$ cat config.mk
export PLATFORM = sky130hd
export DESIGN_NAME = clrall_ctrl
export DESIGN_NICKNAME = d
export VERILOG_FILES = /design/src/rtl/clrall_ctrl_pkg.sv /design/src/rtl/clrall_ctrl_cnt.sv /design/src/rtl/clrall_ctrl.sv
export SDC_FILE = /design/constraint.sdc
export NUM_CORES = 1
export LEC_CHECK = 0
export CAP_MARGIN = 20
export CORE_MARGIN = 10
export CORE_UTILIZATION = 29
export DETAILED_ROUTE_END_ITERATION = 12
export PLACE_DENSITY_LB_ADDON = 0.25
export SLEW_MARGIN = 20
export SYNTH_ARGS = -nofsm -noshare
export SYNTH_HDL_FRONTEND = slang
export SYNTH_SLANG_ARGS = --single-unit
export TNS_END_PERCENT = 50
$ cat constraint.sdc
create_clock -name main_clk_i -period 1.9 [get_ports main_clk_i]
set_input_delay 0.19 -clock main_clk_i [delete_from_list [all_inputs] [get_ports main_clk_i]]
set_output_delay 0.19 -clock main_clk_i [all_outputs]
set_load 0.05 [all_outputs]
$ cat src/rtl/clrall_ctrl_pkg.sv
// Shared types and default sizing for the clear-all memory controller.
package clrall_ctrl_pkg;

  localparam int unsigned DEPTH_DEF = 256;
  localparam int unsigned DW_DEF    = 32;

  typedef enum logic [1:0] {
    ST_IDLE  = 2'd0,
    ST_CLEAR = 2'd1,
    ST_DONE  = 2'd2
  } state_e;

endpackage

$ cat src/rtl/clrall_ctrl_cnt.sv
// Bounded up-counter for the clear address: load-zero, enable, saturates at DEPTH-1.
module clrall_ctrl_cnt
  import clrall_ctrl_pkg::*;
#(
  parameter int unsigned DEPTH = DEPTH_DEF,
  parameter int unsigned AW    = $clog2(DEPTH)
) (
  input  logic          clk_i,
  input  logic          rst_n_i,
  input  logic          clr_i,
  input  logic          en_i,
  output logic [AW-1:0] cnt_o,
  output logic          last_o
);

  localparam logic [AW-1:0] LastVal = AW'(DEPTH - 1);

  logic [AW-1:0] cnt_q, cnt_d;

  always_comb begin
    cnt_d = cnt_q;
    if (clr_i) begin
      cnt_d = '0;
    end else if (en_i && (cnt_q != LastVal)) begin
      cnt_d = cnt_q + 1'b1;
    end
  end

  always_ff @(posedge clk_i or negedge rst_n_i) begin
    if (!rst_n_i) begin
      cnt_q <= '0;
    end else begin
      cnt_q <= cnt_d;
    end
  end

  assign cnt_o  = cnt_q;
  assign last_o = (cnt_q == LastVal);

endmodule

$ cat src/rtl/clrall_ctrl.sv
// Clear-all controller: zero-fills a memory through a port shared with the core,
// the clear sequence always winning arbitration over core accesses.
module clrall_ctrl
  import clrall_ctrl_pkg::*;
#(
  parameter int unsigned DEPTH = DEPTH_DEF,
  parameter int unsigned DW    = DW_DEF,
  parameter int unsigned AW    = $clog2(DEPTH)
) (
  input  logic          main_clk_i,
  input  logic          main_rst_an_i,
  input  logic          regf_ctrl_clrall_wbus_i,
  input  logic          regf_ctrl_clrall_wr_i,
  input  logic          regf_ctrl_ena_rval_i,
  output logic          regf_ctrl_busy_rbus_o,
  input  logic          core_req_i,
  input  logic [AW-1:0] core_addr_i,
  input  logic          core_wena_i,
  input  logic [DW-1:0] core_wdata_i,
  output logic          core_gnt_o,
  output logic          mem_ena_o,
  output logic [AW-1:0] mem_addr_o,
  output logic          mem_wena_o,
  output logic [DW-1:0] mem_wdata_o,
  output logic          done_o
);

  state_e        state_q, state_d;
  logic          busy_q, done_q;
  logic          start;
  logic          cnt_clr, cnt_en, cnt_last;
  logic [AW-1:0] cnt;

  assign start = regf_ctrl_clrall_wr_i & regf_ctrl_clrall_wbus_i & regf_ctrl_ena_rval_i;

  // A fresh start always restarts the pass from address 0, even mid-clear or in DONE.
  always_comb begin
    state_d = state_q;
    cnt_clr = 1'b0;
    cnt_en  = 1'b0;
    unique case (state_q)
      ST_IDLE: begin
        if (start) begin
          state_d = ST_CLEAR;
          cnt_clr = 1'b1;
        end
      end
      ST_CLEAR: begin
        if (start) begin
          cnt_clr = 1'b1;
        end else if (!regf_ctrl_ena_rval_i) begin
          state_d = ST_IDLE;
        end else if (cnt_last) begin
          state_d = ST_DONE;
        end else begin
          cnt_en = 1'b1;
        end
      end
      ST_DONE: begin
        if (start) begin
          state_d = ST_CLEAR;
          cnt_clr = 1'b1;
        end else begin
          state_d = ST_IDLE;
        end
      end
      default: state_d = ST_IDLE;
    endcase
  end

  always_ff @(posedge main_clk_i or negedge main_rst_an_i) begin
    if (!main_rst_an_i) begin
      state_q <= ST_IDLE;
      busy_q  <= 1'b0;
      done_q  <= 1'b0;
    end else begin
      state_q <= state_d;
      busy_q  <= (state_d != ST_IDLE);
      done_q  <= (state_d == ST_DONE);
    end
  end

  clrall_ctrl_cnt #(
    .DEPTH (DEPTH),
    .AW    (AW)
  ) u_cnt (
    .clk_i   (main_clk_i),
    .rst_n_i (main_rst_an_i),
    .clr_i   (cnt_clr),
    .en_i    (cnt_en),
    .cnt_o   (cnt),
    .last_o  (cnt_last)
  );

  assign core_gnt_o = core_req_i & regf_ctrl_ena_rval_i & (state_q == ST_IDLE);

  always_comb begin
    mem_ena_o   = 1'b0;
    mem_wena_o  = 1'b0;
    mem_addr_o  = '0;
    mem_wdata_o = '0;
    if (state_q == ST_CLEAR) begin
      mem_ena_o  = 1'b1;
      mem_wena_o = 1'b1;
      mem_addr_o = cnt;
    end else if (core_gnt_o) begin
      mem_ena_o   = 1'b1;
      mem_wena_o  = core_wena_i;
      mem_addr_o  = core_addr_i;
      mem_wdata_o = core_wdata_i;
    end
  end

  assign regf_ctrl_busy_rbus_o = busy_q;
  assign done_o                = done_q;

endmodule

Word level (Yosys, flattened, before mapping). Index checks and enable logic that the tools add are counted.

Bits in registers: 12. Input bits: 47. Output and inout bits: 45. Word-level logic and storage cells: 41.

Add/sub/neg operators: 1. Eq/ne operators: 5. Mux-type cells: 22. Bitwise operators: 4. Reduce and logical (&&, ||, !) cells: 5.

Operators by type and width (number): 2-to-1 mux 32 bit (2); 2-to-1 mux 8 bit (4); 2-to-1 mux 1 bit (11); adder 8 x 1 -> 8 bit, second input constant (1); == test 8 bit, second input constant (1); 2-to-1 mux 2 bit (4); inequality test 8 bit, second input constant (1); one-hot mux 2 bit (3 select lines) (1); AND 1 bit (4); == test 2 bit, second input constant (2); nonzero test 2 bit (2); OR reduction 3 bit (1); == test 2 x 1 -> 1 bit, second input constant (1); zero test 2 bit (1); logical AND 1 bit (1).

Longest topological paths before layout. Gate-level depths: netlist (run 1).

Depth in word-level cells: 8. Depth in mapped cells: 5. Mapped depth without buffers: 5.

Modules after synthesis. From an unflattened synthesis (run 1), not the netlist that was laid out.

Cells, all modules: 132. Area total of the unflattened synthesis: 1079.8 um^2.

Modules (own cells, without submodules): clrall_ctrl (times used 1, cells each 85, area each 610.6 um^2, seq. area each 100.1 um^2); clrall_ctrl_cnt (times used 1, cells each 47, area each 469.2 um^2, seq. area each 200.2 um^2).

Worst setup path before layout (run 1). Ideal clock, no wire load.

Path kind: register -> output. Start: register state_q[1]. End: output mem_wdata_o[22]. Arrival: 1956 ps. Required time: 1710 ps. Path slack: -246 ps. Cell stages (with the launch flop): 4. Path buffers: 1. Cell sequence: dfrtp_1 > nor3_1 > clkbuf_1 > and2_1.

Word-level cells in the longest chain between the ends: 4. Elaborated cells between the ends (all ways): 5. Classes of those cells: eq/ne (1); mux (2); bitwise (1); reduce/logical (1).

Ends and longest elaborated chain: from (decl) (line clrall_ctrl.sv:28) `state_e state_q, state_d;`; from (signal assigned) (line clrall_ctrl.sv:77) `state_q <= state_d;`; zero test 2 bit (line clrall_ctrl.sv:95) `assign core_gnt_o = core_req_i & regf_ctrl_ena_rval_i & (state_q == ST_IDLE);`; AND 1 bit (line clrall_ctrl.sv:95); via core_gnt_o (line clrall_ctrl.sv:20) `output logic core_gnt_o,`; 2-to-1 mux 32 bit (line clrall_ctrl.sv:106) `end else if (core_gnt_o) begin`; 2-to-1 mux 32 bit (line clrall_ctrl.sv:102) `if (state_q == ST_CLEAR) begin`; to (decl) (line clrall_ctrl.sv:24) `output logic [DW-1:0] mem_wdata_o,`.

The timed path passes the listed nets, and every way through them passes these cells.

Worst setup path in the final report (run 1).
Start: input regf_ctrl_ena_rval_i. End: output mem_addr_o[6].

Word-level cells in the longest chain between the ends: 4.

Ends and longest elaborated chain: from (decl) (line clrall_ctrl.sv:14) `input logic regf_ctrl_ena_rval_i,`; AND 1 bit (2 in a row) (line clrall_ctrl.sv:95); 2-to-1 mux 8 bit (line clrall_ctrl.sv:106); 2-to-1 mux 8 bit (line clrall_ctrl.sv:102); to (decl) (line clrall_ctrl.sv:22) `output logic [AW-1:0] mem_addr_o,`.

No other way between the ends.

==> flow_summary.toml, run 1 <==
[run_status]
status = "finished clean"

[floorplan]
die-area_um2 = 5730
fp.dieW_um = 75.7
fp-row-count = 20
pin_count = 92
fp.dieH_um = 75.7
coreArea_um2 = 3000
initial_core_util_pct = 30.0

[synthesis]
async_flop_share_pct = 100
yosys.area_share.simple_pct = 42.3
synthCells = 110
synth_edf_count = 0
synth_top_cell_by_area = "dfrtp_1"
syn-num-nets = 158
muxShareOfSynthArea_pct = 1.11
ys_seq_area_share_pct = 33.4
synth_compound_area_share_pct = 18.8
syn_avg_cell_area_um2 = 8.18
synthAdderAreaFrac_pct = 1.39
synth_top_family_by_area = "simple AND/OR/NAND/NOR gates"
ys.warnings.count = 0
synth_common_cells = "and2_1, dfrtp_1, a22o_1, nand3_1, nand2_1"
synth_xor_xnor_area_share_pct = 0
synthTopCellsByArea = "dfrtp_1, and2_1, a22o_1, nand3_1, o211ai_1"
synth_flop_cell = "dfrtp_1"
yosysMostFrequentCell = "and2_1"
synth_seq_cells = 12
yosysUniqueCellTypes = 28
yosys.area.top_type_share_pct = 33.4
netlist_area_um2 = 900

[job]
maxCapViolations = 0

[power]
ir_drop_v = 0.000370
pwr_density_cell_nw_per_um2 = 450
power.leakage_uw = 0.000993
power.total_uw = 1050

[drt]
drt_first_pass_iters = 4
drtIter0Drc = 46
drc = 0
routedWlPerCell_um = 19.6
ant_nets = 0
num_vias = 1206
avgViaCountPerCell = 5.11
routed_wl_um = 4620

[clocking]
cts_resized = 0
postCtsHoldBufs = 0
post-cts-setup-buffers = 0
tritoncts = "done"
path_clk_slew_ps = 80
numCtsBuffers = 3
clkSinkCount = 12
cts.htree.levels = 1
root_buffer = "clkbuf_4"
clkLatencyLatePin_ps = 280
cts_max_path_buffers = 2

[critical_path]
crit_path_end_kind = "output port"
crit_type = "primary input to output port"
critPathArrivalTime_ps = 1630
cp_data_required_time_ps = 1710
crit_fanout = 20
start_kind = "primary input"

[sta]
final.period_utilization_pct = 95.5
clock_skew_ps = 2.37
rsz0062_at_grt = "yes"
tightest_slew_ps = 544
hold_ws_ps = 258
drv_slew = 0
relSlewSlack_pct = 63.6
finalSetupViolCount = 0
hold_viol = 0
fin_crit_ps = 1820
fmax_mhz = 551

[placement]
dp_hpwl_um = 4020
gp_congestion = 0.920
portBuffers = 91

[global_route]
grt_max_degree = 24
grt-ovfl-total = 0
gr-usage-all-layers_pct = 15.2
grt_pass1_wl_um = 6580
grt_pass1_vias = 1119
antenna_found_initial = 0

[finish]
fillers = 194
finalNetCount = 252
area_growth_pct = 159
drive_gt1_share_pct = 26.1
n_antenna_cell = 0

[min_path]
hold_class = "primary input to async pin"
-- through the flow --
stage	setup slack (ps)	utilization, %	TNS (ps)	cell area, um^2	cells
final	84.7	77.6	0	2330	236
after global routing	-37.9	77.6	-417	2330	236
after CTS	81.1	77.5	0	2330	236
after detailed placement	82.1	76.3	0	2290	232
after global placement	158	76.3	0	2290	232
after floorplan	2.09	-	0	901	110
-- worst max-delay path, stage by stage --
cell	delay, ps
clkdlybuf4s50_1	570
nand2_1	100
nor3_2	140
buf_4	260
a22o_1	210
buf_12	150
-- logic make-up after synthesis --
| family | after synthesis |
|---|---|
| fa+ha+maj | 1 |
| buf+inv | 7 |
| mux | 1 |
| simple gates | 66 |
| compound gates | 23 |
| flops | 12 |
-- placed cells by master, fill, tap and decap left out --
master           count
nor2_1               4
and2_1              33
and3_1               3
nand3b_1             1
dfrtp_1             12
a22o_1               8
or4_1                2
buf_4                3
clkdlybuf4s50_1     48
nand3_1              8
inv_1                2
clkbuf_8             1
o21a_1               1
o21ai_0              4
a21o_1               1
a31oi_1              1
clkbuf_4             3
o211ai_1             4
or2_2                1
nand2_1              6
nor3_1               1
nor3_2               2
and3b_1              1
buf_12              43
nand4_1              1
nor2b_1              1
mux2i_1              1
o31ai_1              2
a211oi_1             1
nor4_1               2
a21oi_1              1
ha_1                 1
-- power breakdown --
part	internal, uW	switching, uW	total (uW)
Sequential	269	17.4	287
Clock	117	87.4	204
Combinational	286	273	559
-- path summary, 6_finish.rpt --
kind,slack [ps],start,to,depth (start not counted)
setup / recovery,80,regf_ctrl_ena_rval_i,mem_addr_o[6],6
hold / removal,260,main_rst_an_i,u_cnt.cnt_o[3],1
setup reg to reg,250,u_cnt.cnt_o[0],u_cnt.cnt_o[6],5
hold reg to reg,580,u_cnt.cnt_o[0],u_cnt.cnt_o[0],1
max in group asynchronous,1290,main_rst_an_i,u_cnt.cnt_o[0],1
min in group main_clk_i,580,u_cnt.cnt_o[0],u_cnt.cnt_o[0],1
-- flip-flops by register name, summed over array words and instances (netlist names) --
register	cells
regf_ctrl_busy_rbus_o	1
u_cnt.cnt_o	8
done_o	1
state_q	2
-- per-layer routing --
metal  share of wire, %  wire length [um]  vias to the layer above  global-route usage, %
li1                   -                 -                      583                      -
met1                 34              1570                      566                   16.1
met2                 56              2590                       52                   28.0
met3                8.9               413                        5                   5.47
met4               0.93                43                        0                   3.71
met5                  0                 0                        -                      0
-- layout make-up --
| cell class | instances | area (um^2) | area share, % |
|---|---|---|---|
| multi-input cells | 91 | 582 | 25.0 |
| well taps | 33 | 41.3 | 1.77 |
| repair buffers | 94 | 1360 | 58.5 |
| clock buffers | 4 | 36.3 | 1.56 |
| inverters | 2 | 7.51 | 0.322 |
| flip-flops and latches | 12 | 300 | 12.9 |
No activity file was read; power rests on OpenSTA's default activity.
==> inputs of run 2 (changes only) <==
--- a/config.mk
+++ b/config.mk
@@ -10,7 +10,7 @@
 export CORE_UTILIZATION = 29
 export DETAILED_ROUTE_END_ITERATION = 12
 export PLACE_DENSITY_LB_ADDON = 0.25
-export SLEW_MARGIN = 20
+export SLEW_MARGIN = 10
 export SYNTH_ARGS = -nofsm -noshare
 export SYNTH_HDL_FRONTEND = slang
 export SYNTH_SLANG_ARGS = --single-unit
==> results of run 2 <==
Final layout, timing and power as in run 1 (identical DEF).
==> inputs of run 3 (changes only) <==
==> constraint.sdc (replaced) <==
create_clock -name main_clk_i -period 1.7 [get_ports main_clk_i]
set_input_delay 0.17 -clock main_clk_i [delete_from_list [all_inputs] [get_ports main_clk_i]]
set_output_delay 0.17 -clock main_clk_i [all_outputs]
set_load 0.05 [all_outputs]
==> flow_summary.toml, run 3 (same netlist as run 1, synthesis figures left out) <==
[finish]
n_antenna_cell = 0
fillers = 115
area_growth_pct = 195
postLayoutCellArea_um2 = 2650
largest_reg_flops = 8
final_cell_mix = "clkdlybuf4s50_1, buf_12, and2_4"
finalNetCount = 267
drive_gt1_share_pct = 50.9

[sta]
relSlewSlack_pct = 60.8
drv_slew = 0
final.period_utilization_pct = 104
rsz0062_at_grt = "yes"
clock_skew_ps = 1.19
tightest_slew_ps = 586
fmax_mhz = 564
hold_viol = 0
layout_setup_ws_ps = -74.1
setup_tns_ps = -1640
fin_crit_ps = 1770
finalSetupViolCount = 42

[drt]
ant_nets = 0
num_vias = 1404
drt_first_pass_iters = 4
avgViaCountPerCell = 5.59
drc = 0
routedWlPerCell_um = 25.2
routed_wl_um = 6320
drtIter0Drc = 68

[critical_path]
slowest_delay_ps = 500
crit_chain = "clkdlybuf4s50_1 > nand2_2 > nor3_4 > buf_4 > buf_16 > and2_1 > buf_12"
critPathLaunch = "core_req_i"
critPathArrivalTime_ps = 1600
cp_data_required_time_ps = 1530
crit_path_end_kind = "output port"
start_kind = "primary input"
reg2reg_slack_ps = 20
crit_fanout = 21
slowest_stage = "clkdlybuf4s50_1"
reg2reg_depth = 5
timing.rr.end = "u_cnt.cnt_o[7]"
r2r-start = "state_q[1]"
crit_type = "primary input to output port"

[clocking]
root_buffer = "clkbuf_4"
cts_max_path_buffers = 2
clkLatencyLatePin_ps = 270
clkSinkCount = 12
tritoncts = "done"
path_clk_slew_ps = 80
numCtsBuffers = 3
cts.htree.levels = 1

[power]
power.leakage_uw = 0.00117
ir_drop_v = 0.000478
sequentialPowerShare_pct = 24.9
power.total_uw = 1300
p_comb_share_pct = 57.2
p_clk_share_pct = 17.9
p_sw_uw = 481
pwr_density_cell_nw_per_um2 = 491
p_int_uw = 822
switching_share_pct = 36.9

[global_route]
grt_pass1_vias = 1362
antenna_found_initial = 0
grt-ovfl-total = 0
gr-usage-all-layers_pct = 18.7
grt_pass1_wl_um = 8050
grt_max_degree = 23

[placement]
placed_area_um2 = 2350
dp_hpwl_um = 4150
portBuffers = 91
gp_congestion = 0.829

[floorplan]
initial_core_util_pct = 30.0
fp.dieW_um = 75.7
fp-row-count = 20
coreArea_um2 = 3000
pin_count = 92
fp.dieH_um = 75.7
die-area_um2 = 5730

[run_status]
violations = "setup timing"
status = "finished with violations"

[min_path]
hold_class = "primary input to async pin"

[job]
maxCapViolations = 0
==> run 3: routing by layer <==
metal | vias up | global-route usage, % | share of wire, % | routed length (um)
met2 | 110 | 34.4 | 55 | 3480
met5 | - | 0 | 0 | 0
met3 | 16 | 4.82 | 9.6 | 609
li1 | 615 | - | - | -
met1 | 663 | 21.1 | 33 | 2100
met4 | 0 | 4.12 | 2.0 | 124
==> run 3: how the worst max path moves through the flow <==
stage	to	cells after the start	slack [ps]
after global routing	mem_wdata_o[27]	6	-110
after global placement	u_cnt.cnt_o[7]	5	20
after floorplan	mem_addr_o[1]	3	20
after CTS	mem_addr_o[4]	6	-10
after detailed placement	mem_wdata_o[31]	6	-8
final	mem_wdata_o[13]	7	-70
==> run 3: power groups by stage <==
stage,Combinational [uW],Sequential [uW],Clock (uW)
global placement,630,321,0
CTS,687,318,226
finish,746,324,233
detailed placement,644,323,0
floorplan,263,326,0
global route,768,325,239
==> run 3: cell type report <==
type | count | area, um^2 | area share [%]
clock buffers | 4 | 36.3 | 1.37
multi-input cells | 91 | 724 | 27.3
well taps | 33 | 41.3 | 1.56
repair buffers | 109 | 1540 | 58.1
inverters | 2 | 7.51 | 0.283
flip-flops and latches | 12 | 303 | 11.4
==> run 3: through the flow <==
stage	setup WS (ps)	instances	utilization, %	hold WS [ps]
floorplan	18.4	110	-	-126
global placement	22.5	237	78.1	527
detailed placement	-8.03	237	78.1	555
CTS	-10.6	248	84.0	270
global route	-106	251	88.3	279
finish	-74.1	251	88.3	261
==> run 3: repair_timing <==
item | CTS | global route
hold buffers | 0 | 0
pin swaps | 3 | 1
gates resized for setup | 22 | 18
endpoints found under the hold margin | 0 | 0
endpoints found under the setup margin | 42 | 46
buffers inserted | 6 | 2
cloned | 1 | 1
==> run 3: worst max-delay path: cells and delay by family <==
family                 cells  cell delay, ps
AND/OR/NAND/NOR            3             470
buffers and inverters      4             980
